File: config.mk
export PLATFORM = sky130hd
export DESIGN_NAME = heartbeat_gen
export DESIGN_NICKNAME = d
export VERILOG_FILES = /design/src/rtl/heartbeat_gen.sv
export SDC_FILE = /design/constraint.sdc
export NUM_CORES = 1
export LEC_CHECK = 0
export ABC_AREA = 0
export CORE_UTILIZATION = 30
export CTS_BUF_LIST = sky130_fd_sc_hd__clkbuf_2 sky130_fd_sc_hd__clkbuf_4 sky130_fd_sc_hd__clkbuf_8
export CTS_CLUSTER_SIZE = 20
export DETAILED_ROUTE_END_ITERATION = 10
export HOLD_SLACK_MARGIN = 0.03
export PLACE_DENSITY = 0.5
export SETUP_SLACK_MARGIN = 0.15
export SLEW_MARGIN = 25
export SYNTH_ARGS = -nofsm -noshare
export SYNTH_HDL_FRONTEND = slang
export SYNTH_SLANG_ARGS = --single-unit
File: constraint.sdc
create_clock -name clk -period 4.85 [get_ports clk]
set_clock_uncertainty 0.1 [all_clocks]
set_input_delay 1.2125 -clock clk [delete_from_list [all_inputs] [get_ports clk]]
set_output_delay 1.2125 -clock clk [all_outputs]
set_load 0.05 [all_outputs]
File: src/rtl/heartbeat_gen.sv
// Multi-channel heartbeat/blink generator: a shared prescaler tick drives NCH period counters.
// Each counter feeds one output in off/pulse/pwm/toggle mode. Optional HEARTBEAT_GEN_PHASE_EN adds per-channel start phase.
module heartbeat_gen #(
  parameter int N   = 8,
  parameter int NCH = 4,
  parameter int PSW = 8
) (
  input  logic             clk,
  input  logic             reset,
  input  logic             en,
  input  logic             sync,
  input  logic [PSW-1:0]   prescale,
  input  logic [NCH*N-1:0] period,
  input  logic [NCH*N-1:0] width,
  input  logic [2*NCH-1:0] mode,
`ifdef HEARTBEAT_GEN_PHASE_EN
  input  logic [NCH*N-1:0] phase,
`endif
  output logic             tick,
  output logic [NCH-1:0]   out
);

  localparam logic [1:0] MODE_OFF   = 2'b00;
  localparam logic [1:0] MODE_PULSE = 2'b01;
  localparam logic [1:0] MODE_PWM   = 2'b10;

  logic [PSW-1:0] pc;
  logic           wrap;
  logic           tick_i;

  // >= so that shrinking prescale below the running count wraps at once
  assign wrap   = (pc >= prescale);
  assign tick_i = en && !sync && wrap;

  always_ff @(posedge clk or posedge reset) begin
    if (reset) begin
      pc   <= '0;
      tick <= 1'b0;
    end else if (sync) begin
      pc   <= '0;
      tick <= 1'b0;
    end else if (en) begin
      if (wrap) begin
        pc   <= '0;
        tick <= 1'b1;
      end else begin
        pc   <= pc + 1'b1;
        tick <= 1'b0;
      end
    end
  end

  for (genvar k = 0; k < NCH; k++) begin : g_ch
    logic [N-1:0] cnt;
    logic [N-1:0] per;
    logic [N-1:0] wid;
    logic [N-1:0] load;
    logic [1:0]   md;
    logic         at_term;
    logic         o;

    assign per     = period[k*N +: N];
    assign wid     = width[k*N +: N];
    assign md      = mode[2*k +: 2];
    assign at_term = (cnt == per);

`ifdef HEARTBEAT_GEN_PHASE_EN
    logic [N-1:0] ph;
    logic         was_off;
    assign ph   = phase[k*N +: N];
    assign load = (ph < per) ? ph : per;
`else
    assign load = '0;
`endif

    always_ff @(posedge clk or posedge reset) begin
      if (reset) begin
        cnt <= '0;
        o   <= 1'b0;
`ifdef HEARTBEAT_GEN_PHASE_EN
        was_off <= 1'b0;
`endif
      end else if (sync) begin
        cnt <= load;
        o   <= 1'b0;
`ifdef HEARTBEAT_GEN_PHASE_EN
        was_off <= (md == MODE_OFF);
`endif
      end else if (en) begin
        case (md)
          MODE_OFF:   o <= 1'b0;
          MODE_PULSE: o <= at_term;
          MODE_PWM:   o <= (cnt < wid);
          default:    if (tick_i && at_term) o <= ~o;
        endcase
        if (md == MODE_OFF) begin
          cnt <= '0;
`ifdef HEARTBEAT_GEN_PHASE_EN
        end else if (was_off) begin
          cnt <= load;
`endif
        end else if (tick_i) begin
          cnt <= (cnt >= per) ? '0 : cnt + 1'b1;
        end
`ifdef HEARTBEAT_GEN_PHASE_EN
        was_off <= (md == MODE_OFF);
`endif
      end
    end

    assign out[k] = o;
  end

endmodule

==> impl_results.md <==
- Status: finished, final reports clean
- Cell Count Post-Placement: 766
- Grt ovf: 0
- Ys flop type: dfrtp_1
- Cells after Synth: 508
- 1st-iter DRT viols: 130
- Largest area contributor in the netlist: dfrtp_1
- CP bufs+invs: 2
- Min-delay src: pc[7]
- Die Area: 0.0147 mm^2
- Post-synthesis sequential area ratio: 26.5%
- Site row count: 43
- GRT Util Overall: 15.4%
- Io pins: 89
- Tightest Pin Transition: 0.817 ns
- Die Span X: 121 um
- Timing startpoint of the critical path: period[13]
- Worst vdd ir: 0.118 mV
- Fmax: 270 MHz
- Wirelength, routed: 10,900 um
- Drc violations: 0
- Vias in the first global route: 3,853
- Top cells by area, synth: dfrtp_1 26%, ha_1 21%, inv_1 7.2%, o21ai_0 5.5%, nand2_1 3.5%
- TritonCTS clock tree: built
- Hold buffers post-CTS: 0
- CP peak stage delay: 0.47 ns
- Sink Count: 45
- Number of enable flip-flop cells after synthesis: 0
- Setup violators final: 0
- Flops & latches, synth: 45
- WP depth: 8
- First-pass DRT Iterations: 4
- Synth cell types: 54
- Worst r2r src: g_ch[1].cnt[5]
- Layout area overhead: 27.7%
- Finished Layout Cells: 774
- M1 WL: 5450 um
- RSZ-0062 raised after global routing: false
- Largest net degree at the start of global routing: 46
- Latest clock arrival within the worst-skew pair: 0.30 ns
- Core Util, Final: 39.2%
- Setup TNS: 0 ns
- DIE HEIGHT: 121 um
- Final Max Tran Viols: 0
- Leakage Power: 2.65 nW
- Crit path max-delay family: compound AO/OA/AOI/OAI gates
- N_diodes: 0
- GPL Wtd Cong: 0.833
- Hold Vio Cnt, Final: 0
- Worst rel slew slack: 45.5%
- Hold path cells: 1
- Share of the synthesized area in the top cell type: 26.5%
- H-tree depth: 2
- Power Density: 197 mW/mm^2
- WP data required: 4.96 ns
- Worst-path cell chain: clkdlybuf4s50_1 > inv_1 > ha_1 > a211o_1 > a2111oi_0 > o31ai_1 > or2_1 > o41ai_4
- Worst R2R Path Depth: 6
- Syn Nets: 665
- Setup crit end kind: register
- Routed Antenna Nets: 0
- Vias per cell: 4.98
- Ys async rst share: 100%
- Worst-path clk slew: 0.10 ns
- Crit path launch type: input port
- Ys Warns: 0
- DP HPWL: 8640 um
- Tmin final: 3.70 ns
- NumNets Final: 750
- Core ar.: 0.0139 mm^2
- Slowest cell on crit path: a2111oi_0
- DR top layer: met4
- IO buf count: 88
- Root Buffer: clkbuf_8
- First-pass GRT wire length: 18,300 um
- Worst Hold Class: reg2reg
- Post_cts resized: 0
- Routed wl met2: 4920 um
- Total CTS buffers: 5
- Syn Area/Cell: 8.38 um^2
- Wire length per cell: 14.0 um
- Setup CP Type: in2reg
- Share of cells above drive strength 1: 4.21%
- Via count: 3,857
- Clock tree buffer depth: 2
- Initial Util: 30.7%
- Fin crit share: 76.2%
- Crit path max fanout: 8
- Post-CTS setup buffer count: 0
- Met3 wire len: 410 um
- WP data arrival: 3.80 ns
- Layout fillers: 1,426
- Initial antenna violation count: 0
- Max-Cap Viols: 0
- Mapped Area: 0.00426 mm^2
placed cells by master, fill, tap and decap left out, types with 7 or more instances in the layout:
master / count
a211oi_1: 10
a21oi_1: 16
a22o_1: 11
and3_1: 11
clkdlybuf4s50_1: 88
dfrtp_1: 45
ha_1: 73
inv_1: 81
nand2_1: 40
nand2b_1: 10
nand3_1: 23
nand4_1: 7
nor2_1: 29
nor2b_1: 10
o21ai_0: 47
o31ai_1: 9
flip-flops by register name (all words and copies together), names as in the netlist:
| register | cells |
|---|---|
| g_ch.cnt | 32 |
| g_ch.o | 4 |
| pc | 8 |
| tick | 1 |
layer usage:
layer  track usage [%]  up-vias
li1                  -     1990
met1              21.4     1789
met2              25.8       73
met3              1.83        5
met4              2.78        0
met5                 0        -
per-stage QoR:
| step | worst slack [ns] | instance area, um^2 | hold slack (ns) | power, mW |
|---|---|---|---|---|
| 6_report | 1.15 | 5440 | 0.389 | 1.07 |
| 5_1_grt | 1.00 | 5440 | 0.413 | 1.14 |
| 4_1_cts | 1.14 | 5430 | 0.395 | 1.08 |
| 3_5_place_dp | 0.803 | 5300 | 0.383 | 0.739 |
| 3_3_place_gp | 0.927 | 5300 | 0.383 | 0.734 |
| 2_1_floorplan | 1.48 | 4260 | 0.353 | 0.612 |
power breakdown:
part	internal, mW	switching [mW]
registers	0.394	0.0314
clock network	0.205	0.135
logic	0.151	0.152
total	0.750	0.318
path summary, 6_finish.rpt:
check                            endpoint  slack (ns)
setup reg to reg           g_ch[1].cnt[5]        2.03
min in group asynchronous  g_ch[0].cnt[1]        1.26
max in group asynchronous  g_ch[2].cnt[4]        2.88
hold / removal                      pc[7]        0.39
setup / recovery           g_ch[1].cnt[5]        1.15
hold reg to reg                     pc[7]        0.39
cell families after synthesis:
logic type                 after synthesis  share of synthesized area, %
buffers and inverters                   93                          8.85
xor gates and xnor gates                 2                         0.412
DFF                                     45                          26.5
adders and majority gates               73                          21.5
muxes                                    2                         0.529
AOI/OAI and AO/OA                      143                          24.6
and+or+nand+nor                        150                          17.7
layout make-up:
cell class	instances	area (um^2)	share of cell area [%]
multi-input combinational	370	2750	50.6
sequential	45	1130	20.7
timing repair buffer	89	888	16.3
inverter	82	309	5.69
tap	180	225	4.14
clock buffer	5	68.8	1.27
clock inverter	3	65.1	1.20
worst register-to-register path, delay by kind of cell (launching register included):
| family | cells | cell delay (ns) |
|---|---|---|
| AOI/OAI and AO/OA | 4 | 1.39 |
| adders and majority gates | 1 | 0.34 |
| DFF | 1 | 0.50 |
| and+or+nand+nor | 1 | 0.40 |
synth_stat cells, drive strengths merged (3+ instances only):
| cell type | count |
|---|---|
| and3 | 11 |
| inv | 82 |
| o32ai | 3 |
| nor3b | 3 |
| nand4 | 7 |
| o21a | 4 |
| a211o | 5 |
| nor4b | 3 |
| o21ai | 48 |
| a21oi | 16 |
| buf | 9 |
| o211ai | 4 |
| nor3 | 5 |
| ha | 73 |
| o311ai | 7 |
| a22o | 11 |
| a211oi | 10 |
| a21o | 4 |
| a31oi | 5 |
| dfrtp | 45 |
| a2bb2oi | 3 |
| nand2 | 40 |
| nand2b | 10 |
| o31ai | 12 |
| nor2b | 10 |
| nand3 | 23 |
| nor2 | 29 |
| or2 | 3 |
Note: power is estimated with default switching activity, not from simulation.
